### config.mk
export PLATFORM = sky130hd
export DESIGN_NAME = add_round_key_stage_flat
export DESIGN_NICKNAME = d
export VERILOG_FILES = /design/src/rtl/add_round_key_stage_if.sv /design/src/rtl/add_round_key_stage.sv /design/src/flat_wrapper.sv
export SDC_FILE = /design/constraint.sdc
export NUM_CORES = 1
export LEC_CHECK = 0
export BUFFER_PORTS_ARGS = -buffer_cell sky130_fd_sc_hd__buf_2
export CAP_MARGIN = 40
export CORE_ASPECT_RATIO = 1.2
export CORE_UTILIZATION = 50
export CTS_CLUSTER_SIZE = 40
export DETAILED_ROUTE_END_ITERATION = 16
export PLACE_DENSITY = 0.79
export SYNTH_ARGS = -nofsm -noshare
export SYNTH_HDL_FRONTEND = slang
export SYNTH_SLANG_ARGS = --single-unit
### constraint.sdc
create_clock -name clk -period 2.17 [get_ports clk]
set_input_delay 0.434 -clock clk [delete_from_list [all_inputs] [get_ports clk]]
set_output_delay 0.434 -clock clk [all_outputs]
set_load 0.02 [all_outputs]
### src/rtl/add_round_key_stage_if.sv
`default_nettype none
// ============================================================================
// Module      : add_round_key_stage_if
// Description : Handshake bus for the AddRoundKey stage. One interface holds
//               both the upstream side (i_valid/o_ready plus the beat
//               payload) and the downstream side (o_valid/i_ready plus the
//               result). Names are seen from the stage.
//               Optional macro ARK_BYPASS_EN adds the i_bypass payload bit.
// Modports    : slave  - the stage itself
//               master - the surrounding datapath (or a testbench)
// Revision    : 1.0 - initial release
// ============================================================================
interface add_round_key_stage_if #(
  parameter int DATA_W = 128,
  parameter int RND_W  = 4
);

  // upstream side
  logic              i_valid;
  logic              o_ready;
  logic              i_start;
  logic [DATA_W-1:0] i_data;
  logic [DATA_W-1:0] i_round_key;
`ifdef ARK_BYPASS_EN
  logic              i_bypass;
`endif

  // downstream side
  logic              o_valid;
  logic              i_ready;
  logic [DATA_W-1:0] o_data;
  logic [RND_W-1:0]  o_round;
  logic              o_last_round;

  modport slave (
`ifdef ARK_BYPASS_EN
    input  i_bypass,
`endif
    input  i_valid,
    input  i_start,
    input  i_data,
    input  i_round_key,
    input  i_ready,
    output o_ready,
    output o_valid,
    output o_data,
    output o_round,
    output o_last_round
  );

  modport master (
`ifdef ARK_BYPASS_EN
    output i_bypass,
`endif
    output i_valid,
    output i_start,
    output i_data,
    output i_round_key,
    output i_ready,
    input  o_ready,
    input  o_valid,
    input  o_data,
    input  o_round,
    input  o_last_round
  );

endinterface
`default_nettype wire

### src/rtl/add_round_key_stage.sv
`default_nettype none
// ============================================================================
// Module      : add_round_key_stage
// Description : Registered AES AddRoundKey stage (state XOR round key) with a
//               valid/ready handshake backed by a 2-entry skid buffer, and a
//               round counter that tags each beat with its round index and
//               flags the final round.
//               Optional macro ARK_BYPASS_EN adds bus.i_bypass; a beat taken
//               with i_bypass=1 stores i_data unmodified.
// Ports       : clk   - system clock, rising edge
//               n_rst - asynchronous active-low reset
//               bus   - add_round_key_stage_if.slave
//                       upstream  : i_valid, o_ready, i_start, i_data,
//                                   i_round_key (, i_bypass)
//                       downstream: o_valid, i_ready, o_data, o_round,
//                                   o_last_round
// Revision    : 1.0 - initial release
// ============================================================================
module add_round_key_stage #(
  parameter int DATA_W     = 128,
  parameter int NUM_ROUNDS = 10,
  parameter int RND_W      = 4
) (
  input  logic                  clk,
  input  logic                  n_rst,
  add_round_key_stage_if.slave  bus
);

  // Elaboration-time parameter sanity checks
  if (DATA_W % 8 != 0) begin : g_bad_data_w
    $error("add_round_key_stage: DATA_W must be a multiple of 8");
  end
  if ((1 << RND_W) <= NUM_ROUNDS) begin : g_bad_rnd_w
    $error("add_round_key_stage: RND_W too narrow for NUM_ROUNDS");
  end

  localparam logic [RND_W-1:0] C_ROUND_ONE  = RND_W'(1);
  localparam logic [RND_W-1:0] C_ROUND_LAST = RND_W'(NUM_ROUNDS);

  // Buffer occupancy: the head entry is the output register, the second
  // entry is the skid slot.
  typedef enum logic [1:0] {
    ST_EMPTY = 2'd0,
    ST_ONE   = 2'd1,
    ST_FULL  = 2'd2
  } occ_t;

  occ_t              r_state;
  occ_t              w_state_nxt;
  logic              r_ready;

  logic [DATA_W-1:0] r_head_data;
  logic [RND_W-1:0]  r_head_round;
  logic              r_head_last;
  logic [DATA_W-1:0] r_skid_data;
  logic [RND_W-1:0]  r_skid_round;
  logic              r_skid_last;

  // Round index of the most recently accepted beat (0 before any accept)
  logic [RND_W-1:0]  r_round_cnt;

  logic              w_accept;
  logic              w_drain;
  logic              w_load_head_new;
  logic              w_load_head_skid;
  logic              w_load_skid;
  logic [DATA_W-1:0] w_data_new;
  logic [RND_W-1:0]  w_round_new;
  logic              w_last_new;

  assign w_accept = bus.i_valid && r_ready;
  assign w_drain  = (r_state != ST_EMPTY) && bus.i_ready;

`ifdef ARK_BYPASS_EN
  assign w_data_new = bus.i_bypass ? bus.i_data : (bus.i_data ^ bus.i_round_key);
`else
  assign w_data_new = bus.i_data ^ bus.i_round_key;
`endif

  // A new block, or the beat after the final round, restarts at round 1.
  assign w_round_new = (bus.i_start || (r_round_cnt == C_ROUND_LAST)) ?
                       C_ROUND_ONE : (r_round_cnt + C_ROUND_ONE);
  assign w_last_new  = (w_round_new == C_ROUND_LAST);

  // --------------------------------------------------------------------------
  // Occupancy state register
  // --------------------------------------------------------------------------
  always_ff @(posedge clk or negedge n_rst) begin
    if (!n_rst) begin
      r_state <= ST_EMPTY;
    end else begin
      r_state <= w_state_nxt;
    end
  end

  // --------------------------------------------------------------------------
  // Next-state and buffer load controls
  // --------------------------------------------------------------------------
  always_comb begin
    w_state_nxt      = r_state;
    w_load_head_new  = 1'b0;
    w_load_head_skid = 1'b0;
    w_load_skid      = 1'b0;
    case (r_state)
      ST_EMPTY: begin
        if (w_accept) begin
          w_state_nxt     = ST_ONE;
          w_load_head_new = 1'b1;
        end
      end
      ST_ONE: begin
        case ({w_accept, w_drain})
          2'b11: w_load_head_new = 1'b1;     // pass-through, occupancy kept
          2'b10: begin
            w_state_nxt = ST_FULL;
            w_load_skid = 1'b1;
          end
          2'b01: w_state_nxt = ST_EMPTY;
          default: ;
        endcase
      end
      ST_FULL: begin
        // r_ready is low here, so no accept can coincide with this drain.
        if (w_drain) begin
          w_state_nxt      = ST_ONE;
          w_load_head_skid = 1'b1;
        end
      end
      default: w_state_nxt = ST_EMPTY;
    endcase
  end

  // --------------------------------------------------------------------------
  // Registered ready: a function of the next occupancy only, so upstream
  // never sees a combinational path from downstream i_ready.
  // --------------------------------------------------------------------------
  always_ff @(posedge clk or negedge n_rst) begin
    if (!n_rst) begin
      r_ready <= 1'b1;
    end else begin
      r_ready <= (w_state_nxt != ST_FULL);
    end
  end

  // --------------------------------------------------------------------------
  // Round counter: advances on accept only
  // --------------------------------------------------------------------------
  always_ff @(posedge clk or negedge n_rst) begin
    if (!n_rst) begin
      r_round_cnt <= '0;
    end else if (w_accept) begin
      r_round_cnt <= w_round_new;
    end
  end

  // --------------------------------------------------------------------------
  // Head (output) register
  // --------------------------------------------------------------------------
  always_ff @(posedge clk or negedge n_rst) begin
    if (!n_rst) begin
      r_head_data  <= '0;
      r_head_round <= '0;
      r_head_last  <= 1'b0;
    end else if (w_load_head_new) begin
      r_head_data  <= w_data_new;
      r_head_round <= w_round_new;
      r_head_last  <= w_last_new;
    end else if (w_load_head_skid) begin
      r_head_data  <= r_skid_data;
      r_head_round <= r_skid_round;
      r_head_last  <= r_skid_last;
    end
  end

  // --------------------------------------------------------------------------
  // Skid slot
  // --------------------------------------------------------------------------
  always_ff @(posedge clk or negedge n_rst) begin
    if (!n_rst) begin
      r_skid_data  <= '0;
      r_skid_round <= '0;
      r_skid_last  <= 1'b0;
    end else if (w_load_skid) begin
      r_skid_data  <= w_data_new;
      r_skid_round <= w_round_new;
      r_skid_last  <= w_last_new;
    end
  end

  assign bus.o_ready      = r_ready;
  assign bus.o_valid      = (r_state != ST_EMPTY);
  assign bus.o_data       = r_head_data;
  assign bus.o_round      = r_head_round;
  assign bus.o_last_round = r_head_last;

endmodule
`default_nettype wire

### src/flat_wrapper.sv
// flat-port wrapper written by rule: the top's interface ports become plain ports
module add_round_key_stage_flat 
#(
  parameter int DATA_W     = 128,
  parameter int NUM_ROUNDS = 10,
  parameter int RND_W      = 4
)
  (clk, n_rst, bus_i_valid, bus_i_start, bus_i_data, bus_i_round_key, bus_i_ready, bus_o_ready, bus_o_valid, bus_o_data, bus_o_round, bus_o_last_round);
  add_round_key_stage_if #(.DATA_W(DATA_W), .RND_W(RND_W)) bus_i ();
  input  logic clk;
  input  logic n_rst;
  input wire logic [$bits(bus_i.i_valid)-1:0] bus_i_valid;
  input wire logic [$bits(bus_i.i_start)-1:0] bus_i_start;
  input wire logic [$bits(bus_i.i_data)-1:0] bus_i_data;
  input wire logic [$bits(bus_i.i_round_key)-1:0] bus_i_round_key;
  input wire logic [$bits(bus_i.i_ready)-1:0] bus_i_ready;
  output wire logic [$bits(bus_i.o_ready)-1:0] bus_o_ready;
  output wire logic [$bits(bus_i.o_valid)-1:0] bus_o_valid;
  output wire logic [$bits(bus_i.o_data)-1:0] bus_o_data;
  output wire logic [$bits(bus_i.o_round)-1:0] bus_o_round;
  output wire logic [$bits(bus_i.o_last_round)-1:0] bus_o_last_round;
  assign bus_i.i_valid = bus_i_valid;
  assign bus_i.i_start = bus_i_start;
  assign bus_i.i_data = bus_i_data;
  assign bus_i.i_round_key = bus_i_round_key;
  assign bus_i.i_ready = bus_i_ready;
  assign bus_o_ready = bus_i.o_ready;
  assign bus_o_valid = bus_i.o_valid;
  assign bus_o_data = bus_i.o_data;
  assign bus_o_round = bus_i.o_round;
  assign bus_o_last_round = bus_i.o_last_round;
  add_round_key_stage #(.DATA_W(DATA_W), .NUM_ROUNDS(NUM_ROUNDS), .RND_W(RND_W)) u_core (.clk(clk), .n_rst(n_rst), .bus(bus_i));
endmodule
[Word-level counts from Yosys, hierarchy flattened]
Cells that the tools add are included.
Storage, ports and cells
  output and inout port bits: 135
  register bits: 273
  input bits: 261
  word-level logic and storage cells: 43
Cells by class
  add/subtract/negate cells: 1
  eq/ne operators: 8
  reduce and logical (&&, ||, !) cells: 6
  bitwise gates (word level): 1
  multiplexer cells: 18
Operators with widths (number)
  2-to-1 mux 128 bit: 2
  XOR 128 bit: 1
  2-to-1 mux 4 bit: 3
  == test 4 bit (second input constant): 2
  2-to-1 mux 1 bit: 8
  == test 2 bit (second input constant): 3
  one-hot mux 2 bit (3 select lines): 1
  adder 4 x 1 -> 4 bit (second input constant): 1
  == test 2 x 1 -> 1 bit (second input constant): 2
  2-to-1 mux 2 bit: 2
  one-hot mux 2 bit (2 select lines): 1
  nonzero test 2 bit: 2
  logical AND 1 bit: 2
  logical NOT 2 bit: 1
  inequality test 2 bit (second input constant): 1
  one-hot mux 1 bit (2 select lines): 1
  logical OR 1 bit: 1

[Logic depth before layout (Yosys ltp)]
Gate-level depths: netlist of the first run.
  depth after elaboration: 6
  mapped depth: 7

[Worst setup path after synthesis of the first run]
No wires, ideal clock.
  path type: register to register
  from: reg u_core.r_ready, in the netlist u_core.bus.o_ready
  to: reg u_core.r_skid_data[37]
  buffers on the path: 3
  cell stages (with the launch flop): 8
  arrival time: 1.522 ns
  path slack: 0.516 ns
  clock period less this slack: 1.654 ns
  setup time: 0.132 ns
  cells stage by stage: dfstp_2 -> and3b_1 -> nand2b_1 -> buf_4 -> buf_4 -> buf_4 -> nand2_1 -> o21ai_1
On the way
  longest elaborated chain between the ends: 4
Ends and longest elaborated chain
  start: declaration: line add_round_key_stage.sv:50  | logic r_ready;
  start signal: assignment: line add_round_key_stage.sv:141  | r_ready <= (w_state_nxt != ST_FULL);
  logical AND 1 bit: line add_round_key_stage.sv:71  | assign w_accept = bus.i_valid && r_ready;
  == test 2 bit: line add_round_key_stage.sv:112  | case ({w_accept, w_drain})
  2-to-1 mux 1 bit: line add_round_key_stage.sv:112
  2-to-1 mux 1 bit: line add_round_key_stage.sv:104  | case (r_state)
  end signal: assignment: line add_round_key_stage.sv:184  | r_skid_data <= w_data_new;
  end: declaration: line add_round_key_stage.sv:55  | logic [DATA_W-1:0] r_skid_data;
Every way passes these cells.
A chain may end at the register's enable or synchronous reset.

[Worst setup path in the final report of the first run]
  from: reg u_core.r_state[1]
  to: out bus_o_valid
On the way
  longest elaborated chain between the ends: 1
Ends and longest elaborated chain
  start: declaration: line add_round_key_stage.sv:48  | occ_t r_state;
  start signal: assignment: line add_round_key_stage.sv:92  | r_state <= w_state_nxt;
  nonzero test 2 bit: line add_round_key_stage.sv:191  | assign bus.o_valid = (r_state != ST_EMPTY);
  end: declaration: line flat_wrapper.sv:18  | output wire logic [$bits(bus_i.o_valid)-1:0] bus_o_valid;
Every way passes these cells.

==> results.yml, run 1 <==
pwr:
  pwr_density_cell_mw_per_mm2: 1440
  p_total_mw: 21.5
  ir_drop_mv: 0.783
  p_leak_nw: 7.29
cells_and_area:
  instances_no_fill: 1765
  fin_area_mm2: 0.0149
  drive_gt1_share_pct: 32.2
  fin_nets: 1690
  area_growth_pct: 27.5
  final_core_util_pct: 64.6
clocking:
  cts_root_buf: "clkbuf_16"
  cts_max_level: 1
  numClockSinks: 273
  cts_tree: "yes"
  clkTransAtPathRegs_ns: 0.06
  clk_latency_ns: 0.53
  cts_buffers: 28
  ctsResizeCount: 0
  clockBufferDepth: 3
placement:
  numPortBuffers: 395
  dp_cells: 1711
  placed_area_mm2: 0.0140
  gp_congestion: 0.761
  hpwl_um: 19400
  dp_slack_ns: 0.311
worst_hold_path:
  hold_class: "in -> reg"
  hold_depth: 2
  min_to: "u_core.bus.o_ready$_DFF_PN1_"
  min-delay-start: "bus_i_ready"
synthesis:
  synth_area_mm2: 0.0117
  synth_seq_cells: 273
  synth_commonest_cells: "dfrtp_1 (272), nand2_1 (144), nor2_1 (130), o21ai_1 (130), xnor2_1 (130)"
  avgSynthCellArea_um2: 11.1
  syn_nets: 1317
  synth_edf_count: 0
  async_flop_share_pct: 100
  yosysWarnings: 0
  ys.flop_type: "dfrtp_1"
  synth_seq_area_share_pct: 58.3
  netlist.area_leader.share_pct: 58.1
  synthTopCellsByArea: "dfrtp_1 (58%), a221o_1 (11%), xnor2_1 (9.7%)"
  yosysUniqueCellTypes: 34
  yosysMostFrequentCell: "dfrtp_1"
  postSynthCellCount: 1054
  yosys.area.top_type: "dfrtp_1"
die:
  die_w_um: 142
  die_y_um: 170
  placementRows: 61
  start_util_pct: 50.7
  core_area_mm2: 0.0231
  io_pins: 396
  die_area_mm2: 0.0241
timing:
  setup_tns_ns: 0
  hold_ws_ns: 0.156
  min_period_ns: 1.90
  fmaxAchievable_mhz: 526
  relSlewSlack_pct: 64.3
  setup_viol: 0
  period_share_pct: 87.6
  rsz0062_at_grt: "false"
  finalWorstSetupSlack_ns: 0.270
  tightestPinTransition_ns: 0.535
  slew_viol_final: 0
  fin_skew_ns: 0.0207
  hold_violations: 0
status:
  outcome: "finished, final reports clean"
critical_path:
  critPathBufInv: 1
  rr_startpoint: "u_core.bus.o_ready$_DFF_PN1_"
  r2r_end: "u_core.bus.o_data[62]$_DFFE_PN0P_"
  cp_slowest_cell: "dfrtp_1"
  arrival_ns: 1.47
  required_ns: 1.74
  reg2reg_depth: 4
  max_stage_delay_ns: 0.44
  crit_chain: "or2_2 > buf_2"
  path_delay_family: "flip-flops"
  worst-setup-path-type: "reg -> out"
  worstPathMaxFanout: 8
  start_kind: "register"
  reg2reg_slack_ns: 0.33
  crit_path_end_kind: "primary output"
drt:
  drcViolationCount: 0
  wl_um: 29100
  ant_nets: 0
  vias_per_cell: 5.39
  first_iter_violations: 649
  routedWlPerCell_um: 16.5
  dr.pass1.iters: 9
  num_vias: 9505
global_route:
  grt_use_total_pct: 24.4
  grt_pass1_vias: 9389
  grt_overflow_total: 0
  grt_max_degree: 84
  antenna_found_initial: 2
  grt_first_pass_wirelength_um: 47000
run:
  cap_violations: 0
-- per-layer routing --
metal	routed length [um]	up-vias	part of all wire [%]	global-route usage, %
met4	887	2	3.0	8.79
met2	14900	398	51	43.1
li1	-	4448	-	-
met1	11600	4591	40	30.6
met5	8	-	0.027	0
met3	1740	66	6.0	3.33
-- registers in the layout, summed over array words and instances, names as in the netlist --
| signal | flops |
|---|---|
| u_core.bus.o_data | 128 |
| u_core.bus.o_last_round | 1 |
| u_core.bus.o_ready | 1 |
| u_core.bus.o_round | 4 |
| u_core.r_round_cnt | 4 |
| u_core.r_skid_data | 128 |
| u_core.r_skid_last | 1 |
| u_core.r_skid_round | 4 |
| u_core.r_state | 2 |
-- cells in the final DEF (no fill, tap or decap), drive strengths merged, types with 3 or more instances in the layout --
| master | instances |
|---|---|
| o21ai | 139 |
| nor2 | 130 |
| nand2b | 4 |
| clkinv | 5 |
| a221o | 128 |
| bufinv | 3 |
| buf | 415 |
| clkbuf | 43 |
| a21oi | 4 |
| mux2 | 4 |
| xnor2 | 130 |
| nand2 | 145 |
| inv | 3 |
| dfrtp | 272 |
-- kinds of logic after synthesis --
kind of cell             synth area share [%]
AO/OA/AOI/OAI                            17.5
XOR/XNOR                                 9.71
adder cells (fa/ha/maj)                 0.213
buffers and inverters                    4.11
flip-flops                               58.3
multiplexers                            0.555
AND/OR/NAND/NOR                          9.58
-- cell type report --
cell class                 count  area, um2
fill                        1807       8190
sequential                   273       6830
multi-input combinational    705       4430
timing repair buffer         416       2300
clock buffer                  43        848
tap                          315        394
clock inverter                 9        123
inverter                       3       11.3
antenna                        1       2.50
-- report_power, final --
| part | total (mW) | internal, mW | switching (mW) |
|---|---|---|---|
| sequential | 9.08 | 7.59 | 1.49 |
| combinational | 7.38 | 2.97 | 4.40 |
| clock | 5.01 | 3.04 | 1.97 |
| total | 21.5 | 13.6 | 7.86 |
-- worst max-delay path by stage --
stage | start | end | slack, ns | cells after the start
floorplan | u_core.bus.o_ready$_DFF_PN1_ | u_core.r_skid_data[37]$_DFFE_PN0P_ | 0.52 | 7
global placement | bus_i_ready | u_core.r_skid_data[105]$_DFFE_PN0P_ | 0.36 | 5
detailed placement | bus_i_ready | u_core.r_skid_data[95]$_DFFE_PN0P_ | 0.31 | 6
CTS | u_core.r_state[1]$_DFF_PN0_ | bus_o_valid | 0.25 | 2
global route | u_core.r_state[1]$_DFF_PN0_ | bus_o_valid | 0.21 | 2
finish | u_core.r_state[1]$_DFF_PN0_ | bus_o_valid | 0.27 | 2
-- what timing repair did --
| item | 4_1_cts | 5_1_grt |
|---|---|---|
| hold endpoints to repair | 56 | 0 |
| setup endpoints to repair | 0 | 0 |
| hold buffers | 1 | 0 |
| buffers inserted | 0 | 0 |
(Power assumes the default switching activity.)
==> run 2, diff against run 1 <==
--- a/config.mk
+++ b/config.mk
@@ -12,6 +12,7 @@
 export CTS_CLUSTER_SIZE = 40
 export DETAILED_ROUTE_END_ITERATION = 16
 export PLACE_DENSITY = 0.79
+export SETUP_SLACK_MARGIN = 0.4
 export SYNTH_ARGS = -nofsm -noshare
 export SYNTH_HDL_FRONTEND = slang
 export SYNTH_SLANG_ARGS = --single-unit
==> results.yml, run 2 (same netlist as run 1, synthesis figures left out) <==
clocking:
  clkTransAtPathRegs_ns: 0.06
  cts_max_level: 1
  numClockSinks: 273
  cts_buffers: 28
  clockBufferDepth: 3
  cts_tree: "yes"
  cts_root_buf: "clkbuf_16"
  clk_latency_ns: 0.53
pwr:
  pwr_density_cell_mw_per_mm2: 1440
  intPower_mw: 13.7
  power.share.sequential_pct: 41.8
  p_switching_mw: 7.98
  comb_power_share_pct: 35.1
  pwr-share-clk_pct: 23.1
  switching_share_pct: 36.7
  ir_drop_mv: 0.786
  p_leak_nw: 7.38
die:
  core_area_mm2: 0.0231
  die_y_um: 170
  die_w_um: 142
  placementRows: 61
  die_area_mm2: 0.0241
  start_util_pct: 50.7
  io_pins: 396
global_route:
  grt_use_total_pct: 24.5
  grt_overflow_total: 0
  antenna_found_initial: 2
  grt_max_degree: 84
  grt_first_pass_wirelength_um: 47100
  grt_pass1_vias: 9424
drt:
  met3_length_um: 1920
  dr.pass1.iters: 5
  wl_met1_um: 12000
  wl_met2_um: 15500
  first_iter_violations: 645
  drcViolationCount: 0
  vias_per_cell: 5.41
  top_layer: "met5"
  ant_nets: 0
  wl_um: 30300
  routedWlPerCell_um: 17.1
  num_vias: 9618
worst_hold_path:
  min-delay-start: "bus_i_ready"
  hold_class: "in -> reg"
critical_path:
  critPathBufInv: 1
  reg2reg_slack_ns: 0.43
  worstSetupEndpoint: "bus_o_valid"
  path_delay_family: "flip-flops"
  start_kind: "register"
  worstPathMaxFanout: 3
  r2r_end: "u_core.bus.o_data[97]$_DFFE_PN0P_"
  arrival_ns: 1.32
  crit_path_start: "u_core.r_state[0]$_DFF_PN0_"
  required_ns: 1.74
  crit_path_end_kind: "primary output"
  path_depth: 2
  rr_startpoint: "u_core.r_state[1]$_DFF_PN0_"
  reg2reg_depth: 5
  worst-setup-path-type: "reg -> out"
  cp_slowest_cell: "dfrtp_1"
  crit_chain: "or2_4 > buf_6"
  max_stage_delay_ns: 0.40
cells_and_area:
  most-common-layout-cells: "buf_2 (392), dfrtp_1 (271), nand2_1 (144)"
  fin_area_mm2: 0.0151
  fill_cells: 1792
  final_common_cell: "buf_2"
  drive_gt1_share_pct: 33.0
  instances_no_fill: 1777
  area_growth_pct: 29.0
  fin_nets: 1702
placement:
  gp_congestion: 0.761
  dp_cells: 1711
  placed_area_mm2: 0.0140
  dp_slack_ns: 0.311
  numPortBuffers: 395
  hpwl_um: 19400
timing:
  fmaxAchievable_mhz: 570
  finalWorstSetupSlack_ns: 0.417
  setup_tns_ns: 0
  min_period_ns: 1.75
  relSlewSlack_pct: 64.7
  hold_violations: 0
  fin_skew_ns: 0.0187
  rsz0062_at_grt: "true"
  setup_viol: 0
  hold_ws_ns: 0.159
  slew_viol_final: 0
  period_share_pct: 80.8
  tightestPinTransition_ns: 0.530
status:
  outcome: "finished, final reports clean"
run:
  cap_violations: 0
run 2: how the worst min path moves through the flow:
| stage | cells after the start | to |
|---|---|---|
| final | 2 | u_core.bus.o_ready$_DFF_PN1_ |
| after global placement | 1 | u_core.r_skid_data[8]$_DFFE_PN0P_ |
| after floorplan | 0 | u_core.bus.o_data[0]$_DFFE_PN0P_ |
| after global routing | 2 | u_core.bus.o_ready$_DFF_PN1_ |
| after detailed placement | 1 | u_core.bus.o_data[8]$_DFFE_PN0P_ |
| after CTS | 2 | u_core.bus.o_ready$_DFF_PN1_ |
run 2: what timing repair did:
action,in CTS,in global routing
gates cloned,0,4
hold buffers,1,0
pin swaps,0,1
buffers inserted,5,3
gates resized for setup,6,9
setup endpoints to repair,126,96
hold endpoints to repair,56,0
run 2: layer usage:
| metal | GRT usage [%] | vias to the layer above |
|---|---|---|
| li1 | - | 4480 |
| met1 | 30.8 | 4669 |
| met2 | 43.2 | 399 |
| met3 | 3.33 | 68 |
| met4 | 8.79 | 2 |
| met5 | 0 | - |
run 2: per-stage QoR:
step | utilization [%] | power (mW)
3_3_place_gp | 60.3 | 16.1
5_1_grt | 65.4 | 23.0
4_1_cts | 64.8 | 21.7
2_1_floorplan | - | 13.7
6_report | 65.4 | 21.7
3_5_place_dp | 60.3 | 16.5
run 2: worst reg2reg max path, delay by kind of cell, from the launching register on:
| family | cells | cell delay, ns |
|---|---|---|
| buffers and inverters | 2 | 0.35 |
| and+or+nand+nor | 1 | 0.35 |
| DFF | 1 | 0.40 |
| AOI/OAI and AO/OA | 2 | 0.50 |
run 2: cell type report:
cell class	instances	area [um2]	share of cell area, %
diodes	1	2.50	0.0165
clock buffers	43	848	5.61
repair buffers	427	2470	16.3
inverters	3	11.3	0.0745
well taps	315	394	2.61
multi-input cells	706	4450	29.4
flip-flops and latches	273	6830	45.2
clock inverters	9	123	0.811
run 2: power groups by stage:
stage / logic, mW / registers (mW) / clock network, mW
floorplan: 3.39 / 10.3 / 0
global placement: 7.15 / 8.96 / 0
detailed placement: 7.44 / 9.06 / 0
CTS: 7.53 / 9.04 / 5.10
global route: 8.31 / 9.37 / 5.30
finish: 7.62 / 9.08 / 5.02
